**config.mk**
```make
export PLATFORM = sky130hd
export DESIGN_NAME = dispense_sequencer
export DESIGN_NICKNAME = d
export VERILOG_FILES = /design/src/rtl/dispense_sequencer.sv
export SDC_FILE = /design/constraint.sdc
export NUM_CORES = 1
export LEC_CHECK = 0
export ABC_AREA = 1
export CAP_MARGIN = 30
export CORE_ASPECT_RATIO = 1.5
export CORE_UTILIZATION = 58
export DETAILED_ROUTE_END_ITERATION = 12
export PLACE_DENSITY_LB_ADDON = 0.3
export SYNTH_ARGS = -nofsm -noshare
export SYNTH_HDL_FRONTEND = slang
export SYNTH_SLANG_ARGS = --single-unit
```
**constraint.sdc**
```tcl
create_clock -name Clock -period 1.81 [get_ports Clock]
set_clock_uncertainty 0.05 [all_clocks]
set_input_delay 0.543 -clock Clock [delete_from_list [all_inputs] [get_ports Clock]]
set_output_delay 0.543 -clock Clock [all_outputs]
set_load 0.05 [all_outputs]
```
**src/rtl/dispense_sequencer.sv**
```systemverilog
// Beverage dispense sequencer: latches a one-hot drink code and sugar level,
// then times each valve phase in whole seconds from a clock prescaler.
module dispense_sequencer #(
    parameter int CLK_PER_SEC = 50000000,
    parameter int CNT_W       = 26
) (
    input  logic       Clock,
    input  logic       Reset_n,
    input  logic       start,
    input  logic [3:0] cofeeSelection,
    input  logic [1:0] sugar_level,
    input  logic       abort,
    output logic [4:0] status,
    output logic [2:0] phase,
    output logic       busy,
    output logic       done,
    output logic       aborted,
    output logic       sel_err
);

    typedef enum logic [2:0] {
        S_IDLE   = 3'd0,
        S_WATER  = 3'd1,
        S_COFFEE = 3'd2,
        S_MILK   = 3'd3,
        S_CHOC   = 3'd4,
        S_SUGAR  = 3'd5,
        S_DONE   = 3'd6
    } state_t;

    state_t           state_q, state_d;
    logic [CNT_W-1:0] pres_q, pres_d;
    logic [1:0]       sec_q, sec_d;
    logic [3:0]       sel_q, sel_d;
    logic [1:0]       sugar_q, sugar_d;
    logic [4:0]       status_d;
    logic             aborted_d, sel_err_d;
    logic             last_tick, sel_onehot;
    state_t           nxt;

    // Seconds spent in phase s for a given one-hot recipe; 0 means skipped.
    function automatic logic [1:0] phase_dur(input state_t s, input logic [3:0] sel,
                                             input logic [1:0] sug);
        logic [7:0] tbl;  // {water, coffee, milk, choc}
        case (sel)
            4'b0001: tbl = {2'd2, 2'd3, 2'd0, 2'd0};
            4'b0010: tbl = {2'd2, 2'd2, 2'd1, 2'd0};
            4'b0100: tbl = {2'd2, 2'd1, 2'd2, 2'd0};
            4'b1000: tbl = {2'd1, 2'd1, 2'd1, 2'd2};
            default: tbl = 8'd0;
        endcase
        case (s)
            S_WATER:  return tbl[7:6];
            S_COFFEE: return tbl[5:4];
            S_MILK:   return tbl[3:2];
            S_CHOC:   return tbl[1:0];
            S_SUGAR:  return sug;
            default:  return 2'd0;
        endcase
    endfunction

    // First phase after s with a non-zero duration, or DONE when none remain.
    function automatic state_t next_phase(input state_t s, input logic [3:0] sel,
                                          input logic [1:0] sug);
        state_t r;
        r = S_DONE;
        for (int i = 5; i >= 1; i--) begin
            if (i > int'(s) && phase_dur(state_t'(i[2:0]), sel, sug) != 2'd0)
                r = state_t'(i[2:0]);
        end
        return r;
    endfunction

    assign last_tick  = (pres_q == CNT_W'(CLK_PER_SEC - 1));
    assign sel_onehot = (cofeeSelection != 4'd0) &&
                        ((cofeeSelection & (cofeeSelection - 4'd1)) == 4'd0);

    always_comb begin
        state_d   = state_q;
        pres_d    = pres_q;
        sec_d     = sec_q;
        sel_d     = sel_q;
        sugar_d   = sugar_q;
        aborted_d = 1'b0;
        sel_err_d = 1'b0;
        nxt       = S_DONE;
        case (state_q)
            S_IDLE: begin
                if (start && !abort) begin
                    if (sel_onehot) begin
                        sel_d   = cofeeSelection;
                        sugar_d = sugar_level;
                        state_d = S_WATER;
                        pres_d  = '0;
                        sec_d   = phase_dur(S_WATER, cofeeSelection, sugar_level);
                    end else begin
                        sel_err_d = 1'b1;
                    end
                end
            end
            S_WATER, S_COFFEE, S_MILK, S_CHOC, S_SUGAR: begin
                if (abort) begin
                    state_d   = S_IDLE;
                    pres_d    = '0;
                    sec_d     = 2'd0;
                    aborted_d = 1'b1;
                end else if (last_tick) begin
                    pres_d = '0;
                    if (sec_q == 2'd1) begin
                        nxt     = next_phase(state_q, sel_q, sugar_q);
                        state_d = nxt;
                        sec_d   = phase_dur(nxt, sel_q, sugar_q);
                    end else begin
                        sec_d = sec_q - 2'd1;
                    end
                end else begin
                    pres_d = pres_q + CNT_W'(1);
                end
            end
            default: begin
                state_d = S_IDLE;
                pres_d  = '0;
                sec_d   = 2'd0;
            end
        endcase
    end

    always_comb begin
        case (state_d)
            S_WATER:  status_d = 5'b10000;
            S_COFFEE: status_d = 5'b01000;
            S_MILK:   status_d = 5'b00100;
            S_CHOC:   status_d = 5'b00010;
            S_SUGAR:  status_d = 5'b00001;
            default:  status_d = 5'b00000;
        endcase
    end

    always_ff @(posedge Clock or negedge Reset_n) begin
        if (!Reset_n) begin
            state_q <= S_IDLE;
            pres_q  <= '0;
            sec_q   <= 2'd0;
            sel_q   <= 4'd0;
            sugar_q <= 2'd0;
            status  <= 5'd0;
            busy    <= 1'b0;
            done    <= 1'b0;
            aborted <= 1'b0;
            sel_err <= 1'b0;
        end else begin
            state_q <= state_d;
            pres_q  <= pres_d;
            sec_q   <= sec_d;
            sel_q   <= sel_d;
            sugar_q <= sugar_d;
            status  <= status_d;
            busy    <= (state_d != S_IDLE);
            done    <= (state_d == S_DONE);
            aborted <= aborted_d;
            sel_err <= sel_err_d;
        end
    end

    assign phase = state_q;

endmodule

```
Word level (Yosys, flattened, before mapping). Cells that the tools add are included.

Bits in registers: 46. Input bits: 10. Output and inout port bits: 12. Word-level logic and storage cells: 124.

Add/subtract/negate cells: 3. $lt $le $gt $ge: 5. Equality and inequality tests: 29. Muxes and demuxes: 55. Bitwise operators: 1. Reductions and logical operators: 21.

Operators by type and width (number): 26-bit two-way mux (4); 8-bit one-hot mux with 4 select lines (2); 2-bit two-way mux (26); 26-bit one-hot mux with 2 select lines (1); 3-bit two-way mux (13); 26-bit by 1-bit adder with 26-bit output (second input constant) (1); 26-bit == test (second input constant) (1); 5-bit one-hot mux with 5 select lines (1); 3-bit == test (second input constant) (7); 3-bit by 2-bit == test with 1-bit output (second input constant) (6); 2-bit one-hot mux with 5 select lines (1); 2-bit nonzero test (5); 3-bit by 1-bit == test with 1-bit output (second input constant) (3); 4-bit by 1-bit == test with 1-bit output (second input constant) (2); 4-bit by 2-bit == test with 1-bit output (second input constant) (2); 4-bit by 3-bit == test with 1-bit output (second input constant) (2); 4-bit == test (second input constant) (2); 1-bit logical AND (7); 2-bit by 3-bit greater-than comparator with 1-bit output (first input constant) (2); 3-bit greater-than comparator (first input constant) (2); 3-bit one-hot mux with 2 select lines (1); 3-bit AND reduction (2); 1-bit two-way mux (5); 5-bit OR reduction (1); other kinds (14) (15).

Logic depth before layout (Yosys ltp). Gate-level depths: netlist of run 1.

Depth after elaboration: 22. Gate-level depth with buffers: 15. Gate-level depth less buffers: 15.

Least setup slack after synthesis of run 1. No wires, ideal clock.

Path type: register to register. Start: register state_q[0] (netlist: phase[0]). End: register pres_q[25]. Library setup time: 77 ps. Arrival: 1765 ps. Required time: 1683 ps. Path slack: -83 ps. Stages on the path, launching flop included: 12. Buffers on the path: 1. Period minus slack after synthesis: 1893 ps. Path through: dfrtp_1 inv_1 nand2_1 nor2_2 inv_2 nand2_2 nor2_4 nand2_1 nand2_2 buf_4 o21ai_0 a21oi_1.

Word-level cells in the longest chain between the ends: 3. Elaborated cells between the ends (all ways): 11. Those cells by class: eq/ne (7); mux (1); reduce/logical (3).

RTL lines: from (decl) (RTL line 31) `state_t state_q, state_d;`; from (signal assigned) (RTL line 152) `state_q <= state_d;`; 3-bit by 1-bit == test with 1-bit output, or another cell as far along (RTL line 87) `case (state_q)`; 5-bit OR reduction or 2-bit != test (tied branches); 26-bit one-hot mux with 2 select lines or 2-bit AND reduction (tied branches); to (signal assigned) (RTL line 153) `pres_q <= pres_d;`; to (decl) (RTL line 32) `logic [CNT_W-1:0] pres_q, pres_d;`.

Parallel ways exist; a longest one is shown, timed or not. A chain may end at the register's enable or synchronous reset.

Worst setup path after layout of run 1.
Start: register pres_q[8]. End: register status[1].

Word-level cells in the longest chain between the ends: 6. Elaborated cells between the ends (all ways): 10. Those cells by class: eq/ne (6); mux (4).

RTL lines: 26-bit == test * (RTL line 74) `assign last_tick = (pres_q == CNT_W'(CLK_PER_SEC - 1));`; 3-bit two-way mux * (RTL line 107) `end else if (last_tick) begin`; 3-bit two-way mux * (RTL line 102) `if (abort) begin`; 3-bit one-hot mux with 2 select lines * (RTL line 87); net state_d[0] (RTL line 31); 3-bit == test, or another cell as far along (RTL line 129) `case (state_d)`; 5-bit one-hot mux with 5 select lines * (RTL line 129); net status_d[1] (RTL line 36) `logic [4:0] status_d;`; to (signal assigned) (RTL line 157) `status <= status_d;`; to (decl) (RTL line 13) `output logic [4:0] status,`.

Mark *: on every way through the listed nets, which the timed path passes. The rest lies on a longest branch.

==> results.yml, run 1 <==
grt:
  overflow: 0
  grt_max_degree: 47
  grtUsageTotal_pct: 34.36
  antenna_found_initial: 0
  first_global_vias: 3033
  grt_pass1_wl_mm: 12.98
synthesis:
  synth_ff_type: "dfrtp_1"
  synth.distinct_cells: 30
  synth_seq_cells: 46
  yosysWarnings: 0
  seq_area_frac_synth_pct: 42.40
  synth_edf_count: 0
  synth.avg_cell_area_um2: 7.183
  synth_top_area_share_pct: 42.40
  synth_area_leaders: "dfrtp_1 42%, nand2_1 12%, inv_1 8.0%, nor2_1 6.4%, nand3_1 5.3%"
  synthArstFlopShare_pct: 100.0
  syn_inst: 378
  syn-cell-area_mm2: 0.002715
  synth_largest_area_cell: "dfrtp_1"
  synth_nets: 390
  yosys-top-cells-count: "87 x nand2_1, 58 x inv_1, 46 x dfrtp_1, 46 x nor2_1, 29 x nand3_1"
  yosys.cell_count.top_type: "nand2_1"
floorplanning:
  rows: 30
  core_area_mm2: 0.004504
  die_y_um: 85.80
  initial_utilization_pct: 60.28
  io_pins: 22
  die_w_um: 57.87
  die_area_mm2: 0.004965
pwr:
  power.leakage_nw: 1.922
  irDropWorstVdd_mv: 0.6289
  power_w: 0.002853
  p_per_area_mw_per_mm2: 724.5
timing:
  period_share_pct: 109.8
  fin_ws_ns: -0.1778
  slew_viol_final: 0
  max_freq_ghz: 0.5031
  whs_ns: 0.1371
  slew_headroom_pct: 76.41
  worstMarginPinSlew_ns: 0.3539
  hold_viol: 0
  fin_crit_ns: 1.988
  rsz0062_at_grt: "true"
  setup_viol: 34
routing:
  vias: 3329
  post-route-drc-count: 0
  routed_wl_mm: 10.09
  antenna_left: 0
  drt_iter0_drc: 358
  viasPerCell: 6.402
  avgRoutedWirePerCell_um: 19.41
  dr.pass1.iters: 5
clocking:
  cts.sinks: 46
  hold_buffers: 0
  h-tree-depth: 2
  cts_root_buffer: "clkbuf_8"
  clk_latency_ns: 0.32
  cts.path.max_buffers: 2
  cts_buffers: 5
  clk_pin_slew_ns: 0.10
  cts_tree: "yes"
place:
  io_buffers: 21
  place.gp.congestion: 0.9202
  dp_cells: 491
  dp.final_hpwl_mm: 5.446
  place_ws_ns: -0.7069
critical_path:
  crit-reg2reg-launch: "pres_q[8]$_DFFE_PN0P_"
  cpMaxStageDelayCell: "dfrtp_1"
  crit_family: "simple AND/OR/NAND/NOR gates"
  cp.required_ns: 2.01
  cp.arrival_ns: 2.18
  worst_setup_path_end_kind: "flop"
  r2r-end: "status[1]$_DFF_PN0_"
  reg2reg_depth: 9
  critPathBufInv: 2
  cp-start-kind: "flop"
  cpPeakStageDelay_ns: 0.41
  cp_cell_sequence: "inv_1 > nand4_1 > nor3b_4 > nand3_4 > inv_4 > nand3_4 > nand2_4 > nand2_4 > nor3_2"
  crit_fanout: 5
  reg2reg_slack_ns: -0.18
  crit_type: "flop to flop"
outcome:
  status: "finished, violations left"
  violations: "negative setup slack"
cells_and_area:
  syn2layout_area_growth_pct: 45.02
  n_antenna_cell: 0
  finalNonFillerCells: 520
  fillers: 207
  drive_gt1_share_pct: 34.96
  nets: 483
min_path:
  hold_path_class: "input port to asynchronous set/reset pin"
flow_run:
  drv_cap: 0
## power breakdown
part / total (W) / internal [W] / switching [W]
Combinational: 0.000842 / 0.000276 / 0.000566
Clock: 0.000836 / 0.000422 / 0.000414
Sequential: 0.00117 / 0.00110 / 0.0000780
Total: 0.00285 / 0.00179 / 0.00106
## placed cells by master (no fill, tap or decap), types with 4 or more instances in the layout
cell type,n
nand2_2,17
nor2_2,4
xor2_1,4
nand2_1,75
dfrtp_1,43
nand2_4,8
buf_4,65
a21oi_1,19
o21ai_1,4
inv_2,15
nand3_1,26
nor3_2,4
nand4_1,14
clkbuf_8,5
nor2_4,8
nor2_1,39
inv_1,46
o21ai_0,17
buf_12,13
## cell families (layout without fill, tap and decap cells)
kind of cell | count (synthesis) | after routing | synth area share (%)
buf+inv | 65 | 158 | 9.262
xor+xnor | 4 | 4 | 1.290
compound gates | 52 | 52 | 10.28
simple gates | 209 | 210 | 35.85
flops | 46 | 46 | 42.40
fa+ha+maj | 2 | 2 | 0.9215
## worst max-delay path by stage
stage,from,to,slack [ns],cells past startpoint
after floorplan,phase[2]$_DFF_PN0_,pres_q[25]$_DFFE_PN0P_,0.007,9
after global placement,cofeeSelection[3],pres_q[16]$_DFFE_PN0P_,-0.62,10
after detailed placement,cofeeSelection[0],pres_q[13]$_DFFE_PN0P_,-0.71,12
after CTS,pres_q[18]$_DFFE_PN0P_,status[4]$_DFF_PN0_,-0.0009,9
after global routing,sel_q[2]$_DFFE_PN0P_,sec_q[1]$_DFFE_PN0P_,-0.25,14
final,pres_q[8]$_DFFE_PN0P_,status[1]$_DFF_PN0_,-0.18,9
## final cells by class
cell class / count / area, um^2 / share of cell area (%)
multi-input cells: 268 / 1534 / 38.96
flip-flops and latches: 46 / 1155 / 29.33
repair buffers: 88 / 837.1 / 21.26
inverters: 62 / 235.2 / 5.974
clock buffers: 5 / 68.82 / 1.748
well taps: 48 / 60.06 / 1.525
clock inverters: 3 / 47.55 / 1.207
## through the flow
| step | instance area [um^2] | setup TNS (ns) | util, % |
|---|---|---|---|
| CTS | 3745 | -0.0009290 | 83.14 |
| global placement | 3450 | -18.85 | 76.58 |
| floorplan | 2718 | 0 | - |
| global route | 3938 | -6.077 | 87.42 |
| finish | 3938 | -3.596 | 87.42 |
| detailed placement | 3450 | -20.84 | 76.58 |
## registers in the layout, summed over array words and instances, names as in the netlist
signal and count:
done 1, sel_err 1, status 5, sel_q 4
pres_q 26, sugar_q 2, busy 1, aborted 1
sec_q 2, phase 3
## timing repair
action / CTS / global route
setup endpoints to repair: 38 / 38
cloned: 1 / 0
resized for setup: 38 / 40
setup buffers: 10 / 10
endpoints found under the hold margin: 0 / 0
pin swaps: 17 / 12
## layer usage
layer	wire, um	GRT usage [%]	up-vias
met5	0	0	-
met1	3279	36.70	1563
li1	-	-	1410
met2	5166	61.65	270
met3	875	5.430	86
met4	772	21.00	0
No activity file was read; power rests on OpenSTA's default activity.
==> run 2, diff against run 1 <==
- HOLD_SLACK_MARGIN: unset -> 0.15
- PLACE_DENSITY: unset -> 0.8
- PLACE_DENSITY_LB_ADDON: 0.3 -> unset
==> run 2 against run 1 <==
- the flow still finishes with violations (negative setup slack)
- global-route usage fell by 0.27 points
- die area stayed put
- largest cell class unchanged
- hold slack better by 0.33 ns
- sequential cell count unchanged
- sequential share of layout area grew 0.22 points
- first-iteration DRC count shrank 10%
- clock power down 5.3%
==> results.yml, run 2 (synthesis gave the netlist of run 1 again) <==
clocking:
  clk_pin_slew_ns: 0.10
  clk_latency_ns: 0.31
  cts_root_buffer: "clkbuf_8"
  cts_buffers: 5
  cts.sinks: 46
  cts.path.max_buffers: 2
  cts_tree: "yes"
  h-tree-depth: 2
grt:
  grt_pass1_wl_mm: 12.88
  antenna_found_initial: 0
  overflow: 0
  first_global_vias: 2947
  grt_max_degree: 32
  grtUsageTotal_pct: 34.09
critical_path:
  worst_setup_path_end_kind: "flop"
  crit_type: "flop to flop"
  crit_fanout: 5
  cp-start-kind: "flop"
  cp.required_ns: 1.99
  cp-startpoint: "pres_q[18]$_DFFE_PN0P_"
  cpPeakStageDelay_ns: 0.40
  cp_cell_sequence: "inv_2 > nand4_1 > nor3b_4 > nand3_4 > inv_2 > nand3_2 > nand2_4 > nand2_4 > nor3_4"
  cp.arrival_ns: 2.13
  crit-reg2reg-launch: "pres_q[18]$_DFFE_PN0P_"
  cpMaxStageDelayCell: "dfrtp_1"
cells_and_area:
  top_regs: "pres_q x26, status x5, sel_q x4"
  n_antenna_cell: 0
  finalNonFillerCells: 517
  most-common-layout-cells: "77 x nand2_1, 61 x buf_4, 47 x inv_1"
  nets: 480
  syn2layout_area_growth_pct: 43.78
  regMostFlops: "pres_q"
  final_core_utilization_pct: 86.67
  layout.cells.most_common: "nand2_1"
  drive_gt1_share_pct: 34.33
  largest_register_ffs: 26
routing:
  routed_wl_mm: 9.801
  post-route-drc-count: 0
  viasPerCell: 6.244
  antenna_left: 0
  vias: 3228
  dr.pass1.iters: 6
  drt_iter0_drc: 322
  avgRoutedWirePerCell_um: 18.96
pwr:
  p_sw_share_pct: 35.14
  power_w: 0.002756
  internal-power_w: 0.001788
  irDropWorstVdd_mv: 0.5965
  p_per_area_mw_per_mm2: 706.1
  p_switching_w: 0.0009686
  power.leakage_nw: 1.889
  combPwrFrac_pct: 28.8
  pwr-share-seq_pct: 42.4
  pwr-share-clk_pct: 28.7
timing:
  slew_headroom_pct: 71.49
  fin_crit_ns: 1.942
  fin_setup_tns_ns: -1.844
  whs_ns: 0.4714
  worstMarginPinSlew_ns: 0.4277
  setup_viol: 30
  period_share_pct: 107.3
  rsz0062_at_grt: "true"
  hold_viol: 0
  slew_viol_final: 0
  fin_ws_ns: -0.1324
  max_freq_ghz: 0.5148
floorplanning:
  core_area_mm2: 0.004504
  rows: 30
  initial_utilization_pct: 60.28
  io_pins: 22
  die_w_um: 57.87
  die_y_um: 85.80
  die_area_mm2: 0.004965
min_path:
  hold_path_class: "flop to flop"
  holdCritStartpoint: "pres_q[25]$_DFFE_PN0P_"
outcome:
  violations: "negative setup slack"
  status: "finished, violations left"
place:
  dp.final_hpwl_mm: 5.760
  dp_cells: 497
  place.gp.congestion: 0.9579
  io_buffers: 21
flow_run:
  drv_cap: 0
-- run 2: worst max-delay path, delay by kind of cell, from the launching register on --
kind / cells / cell delay (ns)
flops: 1 / 0.40
simple gates: 7 / 1.24
buf+inv: 2 / 0.18
-- run 2: final cells by class --
class | count | area (um^2)
sequential | 46 | 1154
inverter | 62 | 232.7
timing repair buffer | 85 | 814.5
fill | 231 | 600.6
tap | 48 | 60.06
multi-input combinational | 268 | 1533
clock inverter | 2 | 37.54
clock buffer | 6 | 72.57
-- run 2: power by group through the flow --
stage / Combinational (W) / Clock (W) / Sequential, W
after floorplan: 0.000382 / 0 / 0.00117
after global placement: 0.000606 / 0 / 0.00116
after detailed placement: 0.000630 / 0 / 0.00117
after CTS: 0.000657 / 0.000779 / 0.00115
after global routing: 0.000862 / 0.000830 / 0.00117
final: 0.000795 / 0.000792 / 0.00117
-- run 2: what timing repair did --
action / in CTS / in global routing
gates resized for setup: 36 / 46
pin swaps: 9 / 11
endpoints found under the setup margin: 41 / 40
hold endpoints to repair: 15 / 0
setup buffers: 5 / 5
hold buffers: 1 / 0
cloned: 1 / 0
-- run 2: final timing paths --
kind | to | slack, ns | cells past startpoint
max | status[1]$_DFF_PN0_ | -0.13 | 9
min | pres_q[25]$_DFFE_PN0P_ | 0.47 | 1
max reg2reg | status[1]$_DFF_PN0_ | -0.13 | 9
min reg2reg | pres_q[25]$_DFFE_PN0P_ | 0.47 | 1
max in group asynchronous | phase[1]$_DFF_PN0_ | 0.58 | 3
min in group asynchronous | pres_q[17]$_DFFE_PN0P_ | 0.63 | 2
-- run 2: through the flow --
stage               setup slack, ns  cell area [um^2]
detailed placement          -0.7484              3482
CTS                        0.001667              3722
floorplan                  0.007308              2718
finish                      -0.1324              3904
global placement            -0.6198              3482
global route                -0.2262              3904
-- run 2: routing by layer --
| metal | track usage, % | vias to the layer above | share of wire [%] |
|---|---|---|---|
| met5 | 0 | - | 0 |
| met4 | 16.23 | 0 | 7.7 |
| met3 | 4.977 | 81 | 7.4 |
| met2 | 64.99 | 249 | 52 |
| met1 | 35.14 | 1500 | 33 |
| li1 | - | 1398 | - |
==> run 3, diff against run 2 <==
==> constraint.sdc (replaced) <==
create_clock -name Clock -period 1.81 [get_ports Clock]
set_clock_uncertainty 0.05 [all_clocks]
set_input_delay 0.362 -clock Clock [delete_from_list [all_inputs] [get_ports Clock]]
set_output_delay 0.362 -clock Clock [all_outputs]
set_load 0.05 [all_outputs]
==> run 3 against run 2 <==
- the flow still finishes with violations (negative setup slack)
- maximum frequency is 0.80% lower
- power down 1.4%
- via count shrank 2.8%
- sequential share of layout area up 0.61 points
- sequential cell count did not move
- hold slack lost 0.010 ns
- final area decreased by 1.9%
- final cell count rose by 0.19%
- die area did not move
- critical path type unchanged
- largest power group unchanged
- highest routed layer unchanged
==> results.yml, run 3 (synthesis gave the netlist of run 1 again) <==
outcome:
  status: "finished, violations left"
  violations: "negative setup slack"
clocking:
  cts_tree: "yes"
  cts.sinks: 46
  cts_buffers: 5
  clk_pin_slew_ns: 0.10
  cts_root_buffer: "clkbuf_8"
  cts.path.max_buffers: 2
  h-tree-depth: 2
  clk_latency_ns: 0.33
timing:
  slew_headroom_pct: 67.45
  period_share_pct: 108.2
  fin_crit_ns: 1.958
  max_freq_ghz: 0.5107
  fin_ws_ns: -0.1480
  rsz0062_at_grt: "true"
  worstMarginPinSlew_ns: 0.4850
  hold_viol: 0
  slew_viol_final: 0
  setup_viol: 31
place:
  io_buffers: 21
  place.gp.congestion: 0.9767
  dp_cells: 489
  place_ws_ns: -0.5502
  dp.final_hpwl_mm: 5.540
pwr:
  irDropWorstVdd_mv: 0.7284
  p_per_area_mw_per_mm2: 710.0
  power.leakage_nw: 1.906
grt:
  antenna_found_initial: 0
  grt_pass1_wl_mm: 12.42
  first_global_vias: 2873
  grt_max_degree: 33
  overflow: 0
  grtUsageTotal_pct: 32.58
floorplanning:
  io_pins: 22
  die_y_um: 85.80
  core_area_mm2: 0.004504
  die_area_mm2: 0.004965
  initial_utilization_pct: 60.28
  die_w_um: 57.87
  rows: 30
critical_path:
  worst_setup_path_end_kind: "flop"
  crit_family: "simple AND/OR/NAND/NOR gates"
  reg2reg_slack_ns: -0.15
  cpMaxStageDelayCell: "dfrtp_1"
  crit_fanout: 5
  critPathBufInv: 3
  cp_cell_sequence: "inv_2 > nand4_1 > nor3b_4 > buf_6 > nand3_4 > nand2_2 > nand2_2 > nor2_4 > inv_2 > nor3_2"
  cp.arrival_ns: 2.15
  cp-start-kind: "flop"
  cp.required_ns: 2.00
  cpPeakStageDelay_ns: 0.44
  crit_type: "flop to flop"
routing:
  dr.pass1.iters: 5
  routed_wl_mm: 9.098
  vias: 3137
  antenna_left: 0
  viasPerCell: 6.056
  post-route-drc-count: 0
  avgRoutedWirePerCell_um: 17.56
  drt_iter0_drc: 212
min_path:
  hold_path_class: "input port to asynchronous set/reset pin"
cells_and_area:
  n_antenna_cell: 0
  nets: 481
  layout.cells.most_common: "nand2_1"
  finalNonFillerCells: 518
  syn2layout_area_growth_pct: 41.01
  fillers: 265
  top_regs: "pres_q x26, status x5, sel_q x4"
  most-common-layout-cells: "77 x nand2_1, 70 x buf_4, 46 x inv_1"
  largest_register_ffs: 26
  drive_gt1_share_pct: 36.81
  regMostFlops: "pres_q"
flow_run:
  drv_cap: 0
run 3: cell types whose count changed in the layout (fill, tap and decap cells not counted), moves of 2 or more:
cell / delta
buf_12: -10
buf_4: +9
o21ai_2: +8
a21oi_1: -3
a21oi_2: +3
nor2_4: -3
o21ai_0: -3
o21ai_1: -3
clkdlybuf4s15_2: -2
inv_4: +2
nor2_2: +2
nor3_2: +2
o21ai_4: -2
run 3: layout make-up:
cell class / count / area, um^2 / area share (%)
Tap cell: 48 / 60.06 / 1.569
Clock inverter: 3 / 43.79 / 1.144
Timing Repair Buffer: 86 / 720.7 / 18.82
Multi-Input combinational cell: 268 / 1543 / 40.29
Sequential cell: 46 / 1155 / 30.16
Clock buffer: 5 / 68.82 / 1.797
Inverter: 62 / 237.7 / 6.209
run 3: path summary, 6_finish.rpt:
check | from | cells past startpoint | to
worst max-delay path | pres_q[10]$_DFFE_PN0P_ | 10 | status[1]$_DFF_PN0_
worst min-delay path | Reset_n | 2 | sel_err$_DFF_PN0_
worst max register to register | pres_q[10]$_DFFE_PN0P_ | 10 | status[1]$_DFF_PN0_
worst min register to register | sugar_q[0]$_DFFE_PN0P_ | 2 | sugar_q[0]$_DFFE_PN0P_
max in group asynchronous | Reset_n | 3 | pres_q[0]$_DFFE_PN0P_
min in group Clock | sugar_q[0]$_DFFE_PN0P_ | 2 | sugar_q[0]$_DFFE_PN0P_
run 3: through the flow:
stage / utilization (%) / cell area, um^2 / power, W / hold WS (ns) / setup TNS [ns]
final: 85.00 / 3829 / 0.002718 / 0.4614 / -1.763
after global routing: 85.00 / 3829 / 0.002830 / 0.4756 / -3.253
after detailed placement: 73.19 / 3297 / 0.001774 / 0.2412 / -12.29
after global placement: 73.19 / 3297 / 0.001744 / 0.2385 / -9.833
after floorplan: - / 2718 / 0.001555 / 0.01641 / 0
after CTS: 77.11 / 3473 / 0.002567 / 0.4509 / -0.004140
run 3: timing repair:
action / 4_1_cts / 5_1_grt
hold buffers: 1 / 0
pin swaps: 12 / 19
resized for setup: 18 / 74
endpoints found under the hold margin: 14 / 0
cloned: 1 / 1
buffers inserted: 2 / 16
endpoints found under the setup margin: 29 / 35
run 3: routing by layer:
metal | wire length [um] | vias to the layer above | GRT usage [%]
met3 | 593 | 73 | 4.223
met4 | 633 | 0 | 19.91
li1 | - | 1404 | -
met5 | 0 | - | 0
met2 | 4751 | 195 | 60.19
met1 | 3121 | 1465 | 33.76
run 3: report_power, final:
group | internal (W) | total (W) | switching [W]
logic | 0.000259 | 0.000726 | 0.000466
clock network | 0.000415 | 0.000823 | 0.000408
registers | 0.00110 | 0.00117 | 0.0000720
